--- src/rtl/com_uart_pkg.sv ---
// Shared constants for the UART receive path: default FIFO geometry and entry layout.
// An entry is {parity_error, data}, so it is one bit wider than a character.
package com_uart_pkg;

    localparam int unsigned DefaultDepth  = 16;
    localparam int unsigned DefaultDataW  = 8;
    localparam int unsigned DefaultEntryW = DefaultDataW + 1;

    function automatic int unsigned entry_width(input int unsigned data_w);
        return data_w + 1;
    endfunction

endpackage

--- src/rtl/com_sync_2ff.sv ---
// Two-flop synchroniser for a single asynchronous level.
// The reset value is a parameter so that idle-high inputs can reset high.
module com_sync_2ff #(
    parameter bit ResetVal = 1'b0
) (
    input  logic clk,
    input  logic rst,
    input  logic d,
    output logic q
);

    logic s1_q;
    logic s2_q;

    always_ff @(posedge clk or posedge rst) begin
        if (rst) begin
            s1_q <= ResetVal;
            s2_q <= ResetVal;
        end else begin
            s1_q <= d;
            s2_q <= s1_q;
        end
    end

    assign q = s2_q;

endmodule

--- src/rtl/com_uart_rx_fifo.sv ---
// Receive FIFO for the UART: one push per rising edge of the receiver's completion level,
// show-ahead read port, sticky overflow when a character arrives while full.
module com_uart_rx_fifo
    import com_uart_pkg::*;
#(
    parameter int unsigned DEPTH  = DefaultDepth,
    parameter int unsigned DATA_W = DefaultDataW
) (
    input  logic                     clk,
    input  logic                     rst,
    input  logic                     rx_write_en,
    input  logic [DATA_W-1:0]        rx_data,
    input  logic                     rx_valid_packet,
    input  logic                     rd_en,
    input  logic                     clear_overflow,
    output logic [DATA_W-1:0]        data_out,
    output logic                     parity_err_out,
    output logic                     empty,
    output logic                     full,
    output logic [$clog2(DEPTH):0]   count,
    output logic                     overflow
);

    localparam int unsigned AW = $clog2(DEPTH);
    localparam int unsigned EW = entry_width(DATA_W);

    logic          s2;
    logic          s2_d_q;
    logic          push;
    logic          pop_ok;
    logic          wr_ok;
    logic          ovf_set;

    logic [EW-1:0] mem_q [DEPTH];
    logic [EW-1:0] head;
    logic [AW-1:0] wr_ptr_q, wr_ptr_d;
    logic [AW-1:0] rd_ptr_q, rd_ptr_d;
    logic [AW:0]   count_q, count_d;
    logic          overflow_q, overflow_d;

    // Reset high so a receiver idling high after reset does not look like a new character.
    com_sync_2ff #(
        .ResetVal (1'b1)
    ) u_sync (
        .clk (clk),
        .rst (rst),
        .d   (rx_write_en),
        .q   (s2)
    );

    always_ff @(posedge clk or posedge rst) begin
        if (rst) begin
            s2_d_q <= 1'b1;
        end else begin
            s2_d_q <= s2;
        end
    end

    assign push    = s2 & ~s2_d_q;
    assign empty   = (count_q == '0);
    assign full    = (count_q == (AW + 1)'(DEPTH));
    assign pop_ok  = rd_en & ~empty;
    // A pop in the same cycle frees the slot, so a push into a full FIFO still lands.
    assign wr_ok   = push & (~full | pop_ok);
    assign ovf_set = push & full & ~pop_ok;

    always_comb begin
        wr_ptr_d   = wr_ptr_q;
        rd_ptr_d   = rd_ptr_q;
        count_d    = count_q;
        overflow_d = overflow_q;
        if (wr_ok) begin
            wr_ptr_d = wr_ptr_q + AW'(1);
        end
        if (pop_ok) begin
            rd_ptr_d = rd_ptr_q + AW'(1);
        end
        if (wr_ok && !pop_ok) begin
            count_d = count_q + (AW + 1)'(1);
        end else if (!wr_ok && pop_ok) begin
            count_d = count_q - (AW + 1)'(1);
        end
        if (ovf_set) begin
            overflow_d = 1'b1;
        end else if (clear_overflow) begin
            overflow_d = 1'b0;
        end
    end

    always_ff @(posedge clk or posedge rst) begin
        if (rst) begin
            wr_ptr_q   <= '0;
            rd_ptr_q   <= '0;
            count_q    <= '0;
            overflow_q <= 1'b0;
        end else begin
            wr_ptr_q   <= wr_ptr_d;
            rd_ptr_q   <= rd_ptr_d;
            count_q    <= count_d;
            overflow_q <= overflow_d;
        end
    end

    // Storage is deliberately not reset; the pointers alone define what is valid.
    always_ff @(posedge clk) begin
        if (wr_ok) begin
            mem_q[wr_ptr_q] <= {~rx_valid_packet, rx_data};
        end
    end

    assign head           = mem_q[rd_ptr_q];
    assign data_out       = empty ? '0 : head[DATA_W-1:0];
    assign parity_err_out = ~empty & head[DATA_W];
    assign count          = count_q;
    assign overflow       = overflow_q;

endmodule

--- config.mk ---
export PLATFORM = sky130hd
export DESIGN_NAME = com_uart_rx_fifo
export DESIGN_NICKNAME = d
export VERILOG_FILES = /design/src/rtl/com_uart_pkg.sv /design/src/rtl/com_sync_2ff.sv /design/src/rtl/com_uart_rx_fifo.sv
export SDC_FILE = /design/constraint.sdc
export NUM_CORES = 1
export LEC_CHECK = 0
export ABC_AREA = 1
export CORE_ASPECT_RATIO = 0.75
export CORE_MARGIN = 3
export CORE_UTILIZATION = 65
export CTS_CLUSTER_SIZE = 20
export DETAILED_ROUTE_END_ITERATION = 12
export GPL_ROUTABILITY_DRIVEN = 1
export GPL_TIMING_DRIVEN = 0
export PLACE_DENSITY = 0.85
export SYNTH_ARGS = -nofsm -noshare
export SYNTH_HDL_FRONTEND = slang
export SYNTH_SLANG_ARGS = --single-unit
export TNS_END_PERCENT = 20
--- constraint.sdc ---
create_clock -name clk -period 5.9 [get_ports clk]
set_input_delay 1.77 -clock clk [delete_from_list [all_inputs] [get_ports clk]]
set_output_delay 1.77 -clock clk [all_outputs]
set_load 0.005 [all_outputs]
==> summary.md <==
| Metric | Value |
|---|---|
| Crit path kind | `flop to output pin` |
| Status | `finished, final reports clean` |
| Crit path DAT | `2.58 ns` |
| XOR/XNOR share of the synthesized area | `0.0116` |
| Clock latency on the worst-skew pair | `0.43 ns` |
| Initial Util | `0.687` |
| Cell Area, Synth | `6820 sq um` |
| Tmin final | `around 4.4 ns` |
| Post-Route Skew | `0.00425 ns` |
| Yosys warning count | `0` |
| Syn Inst Count | `593` |
| Wire length per cell | `~22 um` |
| Vias | `4916` |
| Total grt overflow | `0` |
| Layout cell share with drive strength beyond 1 | `0.130` |
| Required @ worst endpoint | `4.13 ns` |
| RR Startpoint | `count[0]` |
| Slowest-stage cell, CP | `clkdlybuf4s50_1` |
| Leak pwr | `0.00302 uW` |
| Simple-gate portion of the synthesized area | `0.216` |
| Synthesized Nets | `617` |
| Crit Path Max Fanout | `10` |
| Rows | `31` |
| Post-CTS setup buffer count | `0` |
| Post-synth ARST share | `0.106` |
| Reg2Reg Setup Slack | `~3.3 ns` |
| Max-cap viol count | `0` |
| Synth Area in Compound Gates | `0.0150` |
| Post-route clock period utilization | `0.738` |
| Port Buffers | `30` |
| Post-Layout Cell Count | `788` |
| Top FF cell, synth | `edfxtp_1` |
| Hold Crit Endpoint | `u_sync.q` |
| Vias in the first global route | `4778` |
| Drc violations | `0` |
| R2R cell count | `7` |
| Ant. Diodes | `0` |
| First-pass GRT wire length | `~26000 um` |
| Seq cells post-synth | `161` |
| Most common cell in the netlist | `nand2_1` |
| Delay-heaviest family, CP | `buffers and inverters` |
| Max H-tree Level | `4` |
| CTS Hold Bufs | `0` |
| Die area | `between 10000 and 15000 sq um` |
| Worst VDD drop | `0.348 mV` |
| Cts repair resizes | `0` |
| Crit-path cells | `inv_2 -> buf_2 -> nand2_1 -> nand3_1 -> nand3_1 -> nand2_1 -> nand2_1 -> a21oi_2 -> clkdlybuf4s50_1` |
| DRT antenna net count | `0` |
| Antenna violations before repair | `0` |
| Die Width | `124 um` |
| Total global-route track usage | `0.303` |
| Hold WC Path Type | `flop to flop` |
| Filler Cell Count | `~560` |
| Avg Inst Size Synth | `approximately 12 sq um` |
| Area contributors post-synth | `edfxtp_1, nand2_1, nand3_1` |
| Sequential share of the synthesized area | `0.697` |
| Clk slew on worst S/H paths | `~0.06 ns` |
| CORE AREA | `9930 sq um` |
| Drt pass-1 iters | `5` |
| Die Ht | `roughly 95 um` |
| Worst setup SP type | `flop` |
| Synth top area share | `0.634` |
| Max-slew violations | `0` |
| FF-to-FF End | `mem_q[9][5]` |
| Power Density | `slightly above 500 nW/um^2` |
| Vias per inst | `6.24` |
| Synth unique cells | `24` |
| Gp weighted congestion | `0.897` |
| Pin count of the biggest net entering global routing | `18` |
| Final setup vio count | `0` |
| Final Hold Viols | `0` |
| Adder and majority cell fraction of the synthesized area | `0.0194` |
| CTS Buffer Depth | `2` |
| Dpl cells | `756` |
| Ports | `31` |
| CTS buffer count | `17` |
| Register area | `4750 sq um` |
| Worst Tran Pin Value | `1.39 ns` |
| Root buffer cell | `clkbuf_16` |
| Area leader, netlist | `edfxtp_1` |
| DRT iter0 DRCs | `925` |
| Max-slew headroom | `0.0667` |
| Synth cell count leaders | `nand2_1, edfxtp_1, nand3_1` |
| Critical path's most frequent cell | `nand2_1` |
| EDFF count, synth | `144` |
| Area delta synth->final | `16.3%` |
| Final Net Count | `667` |
| Clock sink total | `161` |
| WL final | `approximately 17000 um` |
| Worst hold path depth | `0` |
| Levels on crit path | `9` |
| CP bufs+invs | `3` |
| Fin Setup TNS | `0 ns` |
| Slowest Stage Delay on Critical Path | `0.51 ns` |
| Final HPWL DP | `11200 um` |
| Area taken by multi-input logic gates | `1850 sq um` |
| Largest family of logic cells by synthesized area | `simple AND/OR/NAND/NOR gates` |
| TritonCTS clock tree | `built` |
| RSZ-0062 raised after global routing | `false` |
| Mux share of post-synthesis cell area | `0` |
| Hold Startpoint | `u_sync.s1_q` |
| Crit path capture type | `output pin` |
| FMAX | `230 MHz` |
[worst reg2reg max path: cells and delay by family, from the launching register on]
family        cells  cell delay, ns
buf+inv           1            0.21
flops             1            0.46
simple gates      6            1.52
[layer usage]
metal,vias up,track usage,routed length (um)
li1,2158,-,-
met1,2328,0.385,5970
met2,372,0.499,8630
met3,58,0.0746,2290
met4,0,0.150,452
met5,-,0,0
[final cells by class]
cell class                      instances  share of cell area
Inverter                               23              0.0109
Tap cell                              132              0.0208
Sequential cell                       161               0.599
Clock buffer                           18              0.0541
Multi-Input combinational cell        381               0.233
Timing Repair Buffer                   31              0.0385
Clock inverter                         14              0.0195
Buffer                                 28              0.0248
[flip-flops by register name (all words and copies together), names as in the netlist]
signal       cells
wr_ptr_q         4
mem_q          144
u_sync.s1_q      1
overflow         1
rd_ptr_q         4
u_sync.q         1
s2_d_q           1
count            5
[power breakdown]
| group | switching (uW) | total [uW] | internal (uW) | leakage [uW] |
|---|---|---|---|---|
| clock network | 463 | 1090 | 631 | 0.000289 |
| logic | 1000 | 1580 | 574 | 0.00123 |
| registers | 65.5 | 1410 | 1340 | 0.00150 |
| total | 1530 | 4080 | 2550 | 0.00302 |
[layout by cell type, fill, tap and decap left out, drive strengths merged]
cell type      synthesis  layout
edfxtp               144     144
nor2                   9       9
dfstp                  3       3
a21oi                 11      11
dfrtp                 14      14
buf                   27      28
xor2                   8       8
clkinv                 2       8
clkdlybuf4s50          0      30
nand3                116     116
inv                   21      27
clkbuf                 1      19
nor3                  14      14
xnor2                  1       1
ha                     9       9
o21ai                  5       5
bufinv                 0       2
nand2                207     207
fa                     1       1
[logic make-up after synthesis]
logic type | Yosys count
and+or+nand+nor | 346
DFF | 161
buffers and inverters | 51
AOI/OAI and AO/OA | 16
xor gates and xnor gates | 9
adders and majority gates | 10
[stage by stage]
stage | setup WS (ns) | instance area (sq um) | total power, uW | hold WS, ns | utilization
after global placement | 1.47 | 7290 | 2840 | 0.347 | 0.734
after floorplan | 2.63 | 6820 | 2350 | 0.345 | -
after detailed placement | 1.51 | 7320 | 2930 | 0.351 | 0.737
final | 1.55 | 7940 | 4080 | 0.358 | 0.799
after global routing | 1.42 | 7940 | 4250 | 0.364 | 0.799
after CTS | 1.58 | 7900 | 4020 | 0.358 | 0.796
[worst max-delay path by stage]
stage	slack, ns	startpoint	endpoint
2_1_floorplan	2.63	rd_en	count[4]
3_3_place_gp	1.47	rd_en	mem_q[6][7]
3_5_place_dp	1.51	rd_en	mem_q[2][7]
4_1_cts	1.58	rd_ptr_q[0]	data_out[5]
5_1_grt	1.42	rd_ptr_q[0]	parity_err_out
6_report	1.55	rd_ptr_q[0]	data_out[5]
No activity file was read; power rests on OpenSTA's default activity.
